**config.mk**
```make
export PLATFORM = sky130hd
export DESIGN_NAME = register_file_rename_flat
export DESIGN_NICKNAME = d
export VERILOG_FILES = /design/src/rtl/register_file_rename_pkg.sv /design/src/rtl/register_file_rename_if.sv /design/src/rtl/register_file_rename_rf_read_port.sv /design/src/rtl/register_file_rename.sv /design/src/flat_wrapper.sv
export SDC_FILE = /design/constraint.sdc
export NUM_CORES = 2
export LEC_CHECK = 0
export CAP_MARGIN = 20
export CORE_MARGIN = 2
export CORE_UTILIZATION = 45
export CTS_CLUSTER_SIZE = 8
export DETAILED_ROUTE_END_ITERATION = 16
export GPL_TIMING_DRIVEN = 0
export RECOVER_POWER = 50
export SLEW_MARGIN = 40
export SYNTH_ARGS = -nofsm -noshare
export SYNTH_HDL_FRONTEND = slang
export SYNTH_SLANG_ARGS = --single-unit
```
**constraint.sdc**
```tcl
create_clock -name clk_in -period 3.8 [get_ports clk_in]
set_clock_uncertainty 0.05 [all_clocks]
set_input_delay 0.38 -clock clk_in [delete_from_list [all_inputs] [get_ports clk_in]]
set_output_delay 0.38 -clock clk_in [all_outputs]
set_load 0.1 [all_outputs]
```
**src/rtl/register_file_rename_pkg.sv**
```systemverilog
// Shared constants and types for the architectural register file with rename tags.
// The ROB and issue logic import these so tag widths and register ids stay consistent.
package register_file_rename_pkg;

    localparam int DEF_ROB_WIDTH = 4;
    localparam int REG_COUNT     = 32;
    localparam int REG_ID_W      = 5;
    localparam int XLEN          = 32;

    typedef logic [REG_ID_W-1:0] reg_id_t;
    typedef logic [XLEN-1:0]     word_t;

    localparam reg_id_t REG_ZERO = '0;

endpackage

```
**src/rtl/register_file_rename_if.sv**
```systemverilog
// Issue/commit/lookup bundle between the register file and the ROB and issue logic.
// The slave modport is the register file side.
interface register_file_rename_if #(
    parameter int ROB_WIDTH = register_file_rename_pkg::DEF_ROB_WIDTH
);
    logic                                  clear_signal;
    logic                                  issue_signal;
    register_file_rename_pkg::reg_id_t     issue_rd_id;
    logic [ROB_WIDTH-1:0]                  issue_rob_tag;
    logic                                  commit_done;
    register_file_rename_pkg::word_t       commit_value;
    register_file_rename_pkg::reg_id_t     commit_id;
    logic [ROB_WIDTH-1:0]                  commit_tag;
    register_file_rename_pkg::reg_id_t     rs1_id;
    register_file_rename_pkg::reg_id_t     rs2_id;
    register_file_rename_pkg::word_t       rs1_value;
    register_file_rename_pkg::word_t       rs2_value;
    logic                                  rs1_pending;
    logic                                  rs2_pending;
    logic [ROB_WIDTH-1:0]                  rs1_tag;
    logic [ROB_WIDTH-1:0]                  rs2_tag;

    modport master (
        output clear_signal, issue_signal, issue_rd_id, issue_rob_tag,
        output commit_done, commit_value, commit_id, commit_tag,
        output rs1_id, rs2_id,
        input  rs1_value, rs2_value, rs1_pending, rs2_pending, rs1_tag, rs2_tag
    );

    modport slave (
        input  clear_signal, issue_signal, issue_rd_id, issue_rob_tag,
        input  commit_done, commit_value, commit_id, commit_tag,
        input  rs1_id, rs2_id,
        output rs1_value, rs2_value, rs1_pending, rs2_pending, rs1_tag, rs2_tag
    );
endinterface

```
**src/rtl/register_file_rename_rf_read_port.sv**
```systemverilog
// One combinational operand lookup: selects the register entry and forwards a
// same-cycle commit that retires the tag the register is waiting on.
module rf_read_port
    import register_file_rename_pkg::*;
#(
    parameter int ROB_WIDTH = DEF_ROB_WIDTH
) (
    input  reg_id_t                             rs_id,
    input  logic [REG_COUNT-1:0][XLEN-1:0]      value_rf,
    input  logic [REG_COUNT-1:0][ROB_WIDTH-1:0] tag_rf,
    input  logic [REG_COUNT-1:0]                pending_rf,
    input  logic                                commit_done,
    input  reg_id_t                             commit_id,
    input  word_t                               commit_value,
    input  logic [ROB_WIDTH-1:0]                commit_tag,
    output word_t                               rs_value,
    output logic                                rs_pending,
    output logic [ROB_WIDTH-1:0]                rs_tag
);
    logic bypass;

    // x0 never goes pending, so the pending term alone keeps it out of the bypass;
    // the explicit id check documents that intent.
    always_comb begin
        bypass     = commit_done && (commit_id == rs_id) && (rs_id != REG_ZERO) &&
                     pending_rf[rs_id] && (tag_rf[rs_id] == commit_tag);
        rs_value   = bypass ? commit_value : value_rf[rs_id];
        rs_pending = pending_rf[rs_id] && !bypass;
        rs_tag     = tag_rf[rs_id];
    end

endmodule

```
**src/rtl/register_file_rename.sv**
```systemverilog
// Architectural register file with per-register rename tags: records issue-time
// ROB tags, retires them on in-order commit, and serves two bypassed lookups.
module register_file_rename
    import register_file_rename_pkg::*;
#(
    parameter int ROB_WIDTH = DEF_ROB_WIDTH
) (
    input  logic                  clk_in,
    input  logic                  rst_in,
    input  logic                  rdy_in,
    register_file_rename_if.slave rf_bus
);
    logic [REG_COUNT-1:0][XLEN-1:0]      value_q;
    logic [REG_COUNT-1:0][ROB_WIDTH-1:0] tag_q;
    logic [REG_COUNT-1:0]                pending_q;

    logic [REG_COUNT-1:0] commit_sel;
    logic [REG_COUNT-1:0] issue_sel;
    logic [REG_COUNT-1:0] retire_sel;

    // Entry 0 is left out of every select so x0 stays zero and never pending.
    always_comb begin
        commit_sel = '0;
        issue_sel  = '0;
        retire_sel = '0;
        for (int i = 1; i < REG_COUNT; i++) begin
            commit_sel[i] = rf_bus.commit_done && (rf_bus.commit_id == reg_id_t'(i));
            issue_sel[i]  = rf_bus.issue_signal && !rf_bus.clear_signal &&
                            (rf_bus.issue_rd_id == reg_id_t'(i));
            retire_sel[i] = commit_sel[i] && pending_q[i] && (tag_q[i] == rf_bus.commit_tag);
        end
    end

    // Issue overrides a same-cycle retire; clear drops every pending bit but commit
    // still lands its value.
    always_ff @(posedge clk_in or negedge rst_in) begin
        if (!rst_in) begin
            value_q   <= '0;
            tag_q     <= '0;
            pending_q <= '0;
        end else if (rdy_in) begin
            for (int i = 0; i < REG_COUNT; i++) begin
                if (commit_sel[i]) value_q[i] <= rf_bus.commit_value;
                if (issue_sel[i])  tag_q[i]   <= rf_bus.issue_rob_tag;
            end
            pending_q <= (pending_q & ~retire_sel & {REG_COUNT{!rf_bus.clear_signal}}) | issue_sel;
        end
    end

    rf_read_port #(.ROB_WIDTH(ROB_WIDTH)) u_rs1_port (
        .rs_id        (rf_bus.rs1_id),
        .value_rf     (value_q),
        .tag_rf       (tag_q),
        .pending_rf   (pending_q),
        .commit_done  (rf_bus.commit_done),
        .commit_id    (rf_bus.commit_id),
        .commit_value (rf_bus.commit_value),
        .commit_tag   (rf_bus.commit_tag),
        .rs_value     (rf_bus.rs1_value),
        .rs_pending   (rf_bus.rs1_pending),
        .rs_tag       (rf_bus.rs1_tag)
    );

    rf_read_port #(.ROB_WIDTH(ROB_WIDTH)) u_rs2_port (
        .rs_id        (rf_bus.rs2_id),
        .value_rf     (value_q),
        .tag_rf       (tag_q),
        .pending_rf   (pending_q),
        .commit_done  (rf_bus.commit_done),
        .commit_id    (rf_bus.commit_id),
        .commit_value (rf_bus.commit_value),
        .commit_tag   (rf_bus.commit_tag),
        .rs_value     (rf_bus.rs2_value),
        .rs_pending   (rf_bus.rs2_pending),
        .rs_tag       (rf_bus.rs2_tag)
    );

endmodule

```
**src/flat_wrapper.sv**
```systemverilog
// flat-port wrapper written by rule: the top's interface ports become plain ports
module register_file_rename_flat import register_file_rename_pkg::*;
#(
    parameter int ROB_WIDTH = DEF_ROB_WIDTH
)
  (clk_in, rst_in, rdy_in, rf_bus_clear_signal, rf_bus_issue_signal, rf_bus_issue_rd_id, rf_bus_issue_rob_tag, rf_bus_commit_done, rf_bus_commit_value, rf_bus_commit_id, rf_bus_commit_tag, rf_bus_rs1_id, rf_bus_rs2_id, rf_bus_rs1_value, rf_bus_rs2_value, rf_bus_rs1_pending, rf_bus_rs2_pending, rf_bus_rs1_tag, rf_bus_rs2_tag);
  register_file_rename_if #(.ROB_WIDTH(ROB_WIDTH)) rf_bus_i ();
  input  logic clk_in;
  input  logic rst_in;
  input  logic rdy_in;
  input wire logic [$bits(rf_bus_i.clear_signal)-1:0] rf_bus_clear_signal;
  input wire logic [$bits(rf_bus_i.issue_signal)-1:0] rf_bus_issue_signal;
  input wire logic [$bits(rf_bus_i.issue_rd_id)-1:0] rf_bus_issue_rd_id;
  input wire logic [$bits(rf_bus_i.issue_rob_tag)-1:0] rf_bus_issue_rob_tag;
  input wire logic [$bits(rf_bus_i.commit_done)-1:0] rf_bus_commit_done;
  input wire logic [$bits(rf_bus_i.commit_value)-1:0] rf_bus_commit_value;
  input wire logic [$bits(rf_bus_i.commit_id)-1:0] rf_bus_commit_id;
  input wire logic [$bits(rf_bus_i.commit_tag)-1:0] rf_bus_commit_tag;
  input wire logic [$bits(rf_bus_i.rs1_id)-1:0] rf_bus_rs1_id;
  input wire logic [$bits(rf_bus_i.rs2_id)-1:0] rf_bus_rs2_id;
  output wire logic [$bits(rf_bus_i.rs1_value)-1:0] rf_bus_rs1_value;
  output wire logic [$bits(rf_bus_i.rs2_value)-1:0] rf_bus_rs2_value;
  output wire logic [$bits(rf_bus_i.rs1_pending)-1:0] rf_bus_rs1_pending;
  output wire logic [$bits(rf_bus_i.rs2_pending)-1:0] rf_bus_rs2_pending;
  output wire logic [$bits(rf_bus_i.rs1_tag)-1:0] rf_bus_rs1_tag;
  output wire logic [$bits(rf_bus_i.rs2_tag)-1:0] rf_bus_rs2_tag;
  assign rf_bus_i.clear_signal = rf_bus_clear_signal;
  assign rf_bus_i.issue_signal = rf_bus_issue_signal;
  assign rf_bus_i.issue_rd_id = rf_bus_issue_rd_id;
  assign rf_bus_i.issue_rob_tag = rf_bus_issue_rob_tag;
  assign rf_bus_i.commit_done = rf_bus_commit_done;
  assign rf_bus_i.commit_value = rf_bus_commit_value;
  assign rf_bus_i.commit_id = rf_bus_commit_id;
  assign rf_bus_i.commit_tag = rf_bus_commit_tag;
  assign rf_bus_i.rs1_id = rf_bus_rs1_id;
  assign rf_bus_i.rs2_id = rf_bus_rs2_id;
  assign rf_bus_rs1_value = rf_bus_i.rs1_value;
  assign rf_bus_rs2_value = rf_bus_i.rs2_value;
  assign rf_bus_rs1_pending = rf_bus_i.rs1_pending;
  assign rf_bus_rs2_pending = rf_bus_i.rs2_pending;
  assign rf_bus_rs1_tag = rf_bus_i.rs1_tag;
  assign rf_bus_rs2_tag = rf_bus_i.rs2_tag;
  register_file_rename #(.ROB_WIDTH(ROB_WIDTH)) u_core (.clk_in(clk_in), .rst_in(rst_in), .rdy_in(rdy_in), .rf_bus(rf_bus_i));
endmodule
```
==> reports/metrics.yaml <==
io_pins: 140
grt_use_met2_pct: 49.65
total_power_w: 0.03645
seq_area_sq_mm: 0.02874
final_cells: 6491
cts_tree: "yes"
worstSetupEndpointType: "primary output"
synth_nets: 4290
ys_seq_area_share_pct: 44.84
busiest_layer: "met2"
dp_cells: 6266
layout_common_cells: "mux2_2 (1190), dfrtp_1 (1142), mux4_2 (626)"
cts_buffer_depth: 3
worstPathRequired_ns: 3.37
fin_nets: 4644
use_met3_pct: 9.717
die_w_microns: 381.3
hold_path.class: "in2reg"
place_congestion: 0.9878
critical_path_class: "in2out"
critical_path.startpoint_type: "input port"
status: "finished, violations left"
rows: 138
routed_wl_mm: 243.2
finalWorstSetupSlack_ns: -0.5657
antenna_left: 0
avgRoutedWirePerCell_microns: 37.46
path_max_fanout: 10
worstMarginPinSlew_ns: 2.802
firstDrtPassIters: 5
power.density_mw_per_mm2: 488.1
yosysTopAreaCell: "dfrtp_1"
first_iter_violations: 4781
vias: 43460
cts-root-buf: "clkbuf_16"
vdd_drop_max_uv: 338.2
worstSkewPairLatency_ns: 0.80
hold_ws_ns: 0.2776
area_delta_synth_final_pct: 16.56
violations: "max-capacitance violations, max-slew violations, negative setup slack"
final_common_cell: "mux2_2"
htree_levels: 4
avgViaCountPerCell: 6.695
cp.arrival_ns: 3.94
leakage_nw: 33.27
synth_flop_cell: "dfrtp_1"
synthDistinctLibCells: 61
start_util_pct: 45.30
yosysTopAreaCellShare_pct: 44.84
met1_usage_pct: 45.56
fmax_mhz: 229.1
drv_slew: 104
maxCapViolCount: 1
drive_above_1_share_pct: 55.11
fin_crit_ns: 4.366
clock-sinks: 1148
cts_inserted_buffers: 162
synth_area_sq_mm: 0.06407
io_buffers: 127
synth_area_leaders: "dfrtp_1 (45%), mux4_2 (22%), mux2_2 (22%)"
hpwlAfterDp_mm: 164.4
coreArea_sq_mm: 0.1414
ys_ff_latch: 1148
synth_edf_count: 0
clk_pin_slew_ns: 0.05
overflow: 0
grtUsageTotal_pct: 33.39
grt_pass1_wl_mm: 340.1
dieArea_sq_mm: 0.1454
rrSetupSlack_ns: 1.94
antenna_found_initial: 6
yosysWarnings: 0
hold_violations: 0
async_flop_share_pct: 100.0
multi_input_area_sq_mm: 0.03371
postSynthCellCount: 4224
setup_viol: 66
die_h_microns: 381.3
fin_crit_sh_pct: 114.9
slew_headroom_pct: -86.82
grt_pass1_vias: 44000
syn_avg_cell_area_sq_um: 15.17
rsz0062_at_grt: "yes"
grt_max_degree: 106
drc: 0
n_fill_cell: 11780
-- area by class of cell --
cell class,instances,area share [%]
Buffer,430,3.321
Inverter,14,0.07707
Timing Repair Buffer,191,3.896
Multi-Input combinational cell,2631,45.14
Antenna cell,5,0.01676
Sequential cell,1148,38.48
Clock inverter,9,0.2044
Clock buffer,173,5.695
Tap cell,1890,3.167
-- cells by family after synthesis --
| family | after synthesis | share of synthesized area [%] |
|---|---|---|
| XOR/XNOR | 138 | 1.887 |
| buffers and inverters | 445 | 2.988 |
| flip-flops | 1148 | 44.84 |
| AO/OA/AOI/OAI | 180 | 1.769 |
| multiplexers | 1996 | 46.17 |
| AND/OR/NAND/NOR | 317 | 2.344 |
-- registers in the layout (all words and copies together) (netlist names) --
register / count
u_core.value_q: 992
u_core.pending_q: 32
u_core.tag_q: 124
-- critical path, cell delays in order --
cell	delay, ns
buf_2	0.31
buf_2	0.53
nor2_4	0.16
a22oi_1	0.31
nand4_1	0.14
and4_4	0.23
nor4_2	0.31
o2111ai_2	0.15
a2111o_1	0.41
buf_12	0.19
buf_16	0.18
mux2_4	0.38
buf_12	0.19
-- metrics by stage --
step                      worst slack (ns)  util [%]  TNS (ns)  area (sq um)
final                              -0.5657     52.81    -30.28         74680
after global placement              -52.45     48.01         -         67890
after floorplan                    -0.4881         -    -14.61         64250
after global routing               -0.5520     52.80   -230.65         74670
after CTS                          -0.5011     52.65    -27.43         74450
after detailed placement            -1.848     48.40   -112.85         68450
-- final timing paths --
kind,from,endpoint,cells after the start
hold / removal,rf_bus_issue_rob_tag[3],u_core.tag_q[119],2
max in group asynchronous,rst_in,u_core.value_q[568],6
setup reg to reg,u_core.tag_q[94],u_core.pending_q[23],5
hold reg to reg,u_core.pending_q[19],u_core.pending_q[19],1
min in group asynchronous,rst_in,u_core.value_q[550],3
setup / recovery,rf_bus_rs1_id[1],rf_bus_rs1_value[21],13
-- power by group --
group / total [W] / switching, W / internal [W]
logic: 0.00813 / 0.00404 / 0.00409
clock network: 0.0134 / 0.00550 / 0.00788
registers: 0.0150 / 0.00118 / 0.0138
-- what timing repair did --
action | CTS | global route
gates cloned | 1 | 4
hold buffers | 1 | 0
resized for setup | 405 | 23
endpoints found under the setup margin | 67 | 66
hold endpoints to repair | 103 | 0
pin swaps | 6 | 6
setup buffers | 22 | 11
-- Yosys cell counts, types with 12 or more instances --
cell type	count
a22oi_1	14
nand3_1	27
a21oi_1	14
nand2_1	139
buf_1	45
nor3_1	23
mux2_4	29
dfrtp_1	1148
mux4_2	624
mux2i_1	109
nand4_1	25
xnor2_1	71
nor2_1	38
nor4_1	15
nor2b_1	14
inv_1	12
clkbuf_1	300
buf_2	68
o21ai_0	87
o211ai_1	12
xor2_1	67
mux2_2	1227
-- routing by layer --
| metal | vias to the layer above | part of all wire, % |
|---|---|---|
| met5 | - | 0.045 |
| met3 | 582 | 9.6 |
| met2 | 2282 | 45 |
| li1 | 16990 | - |
| met4 | 4 | 5.0 |
| met1 | 23600 | 41 |
Power figures use the tool's default switching activity.
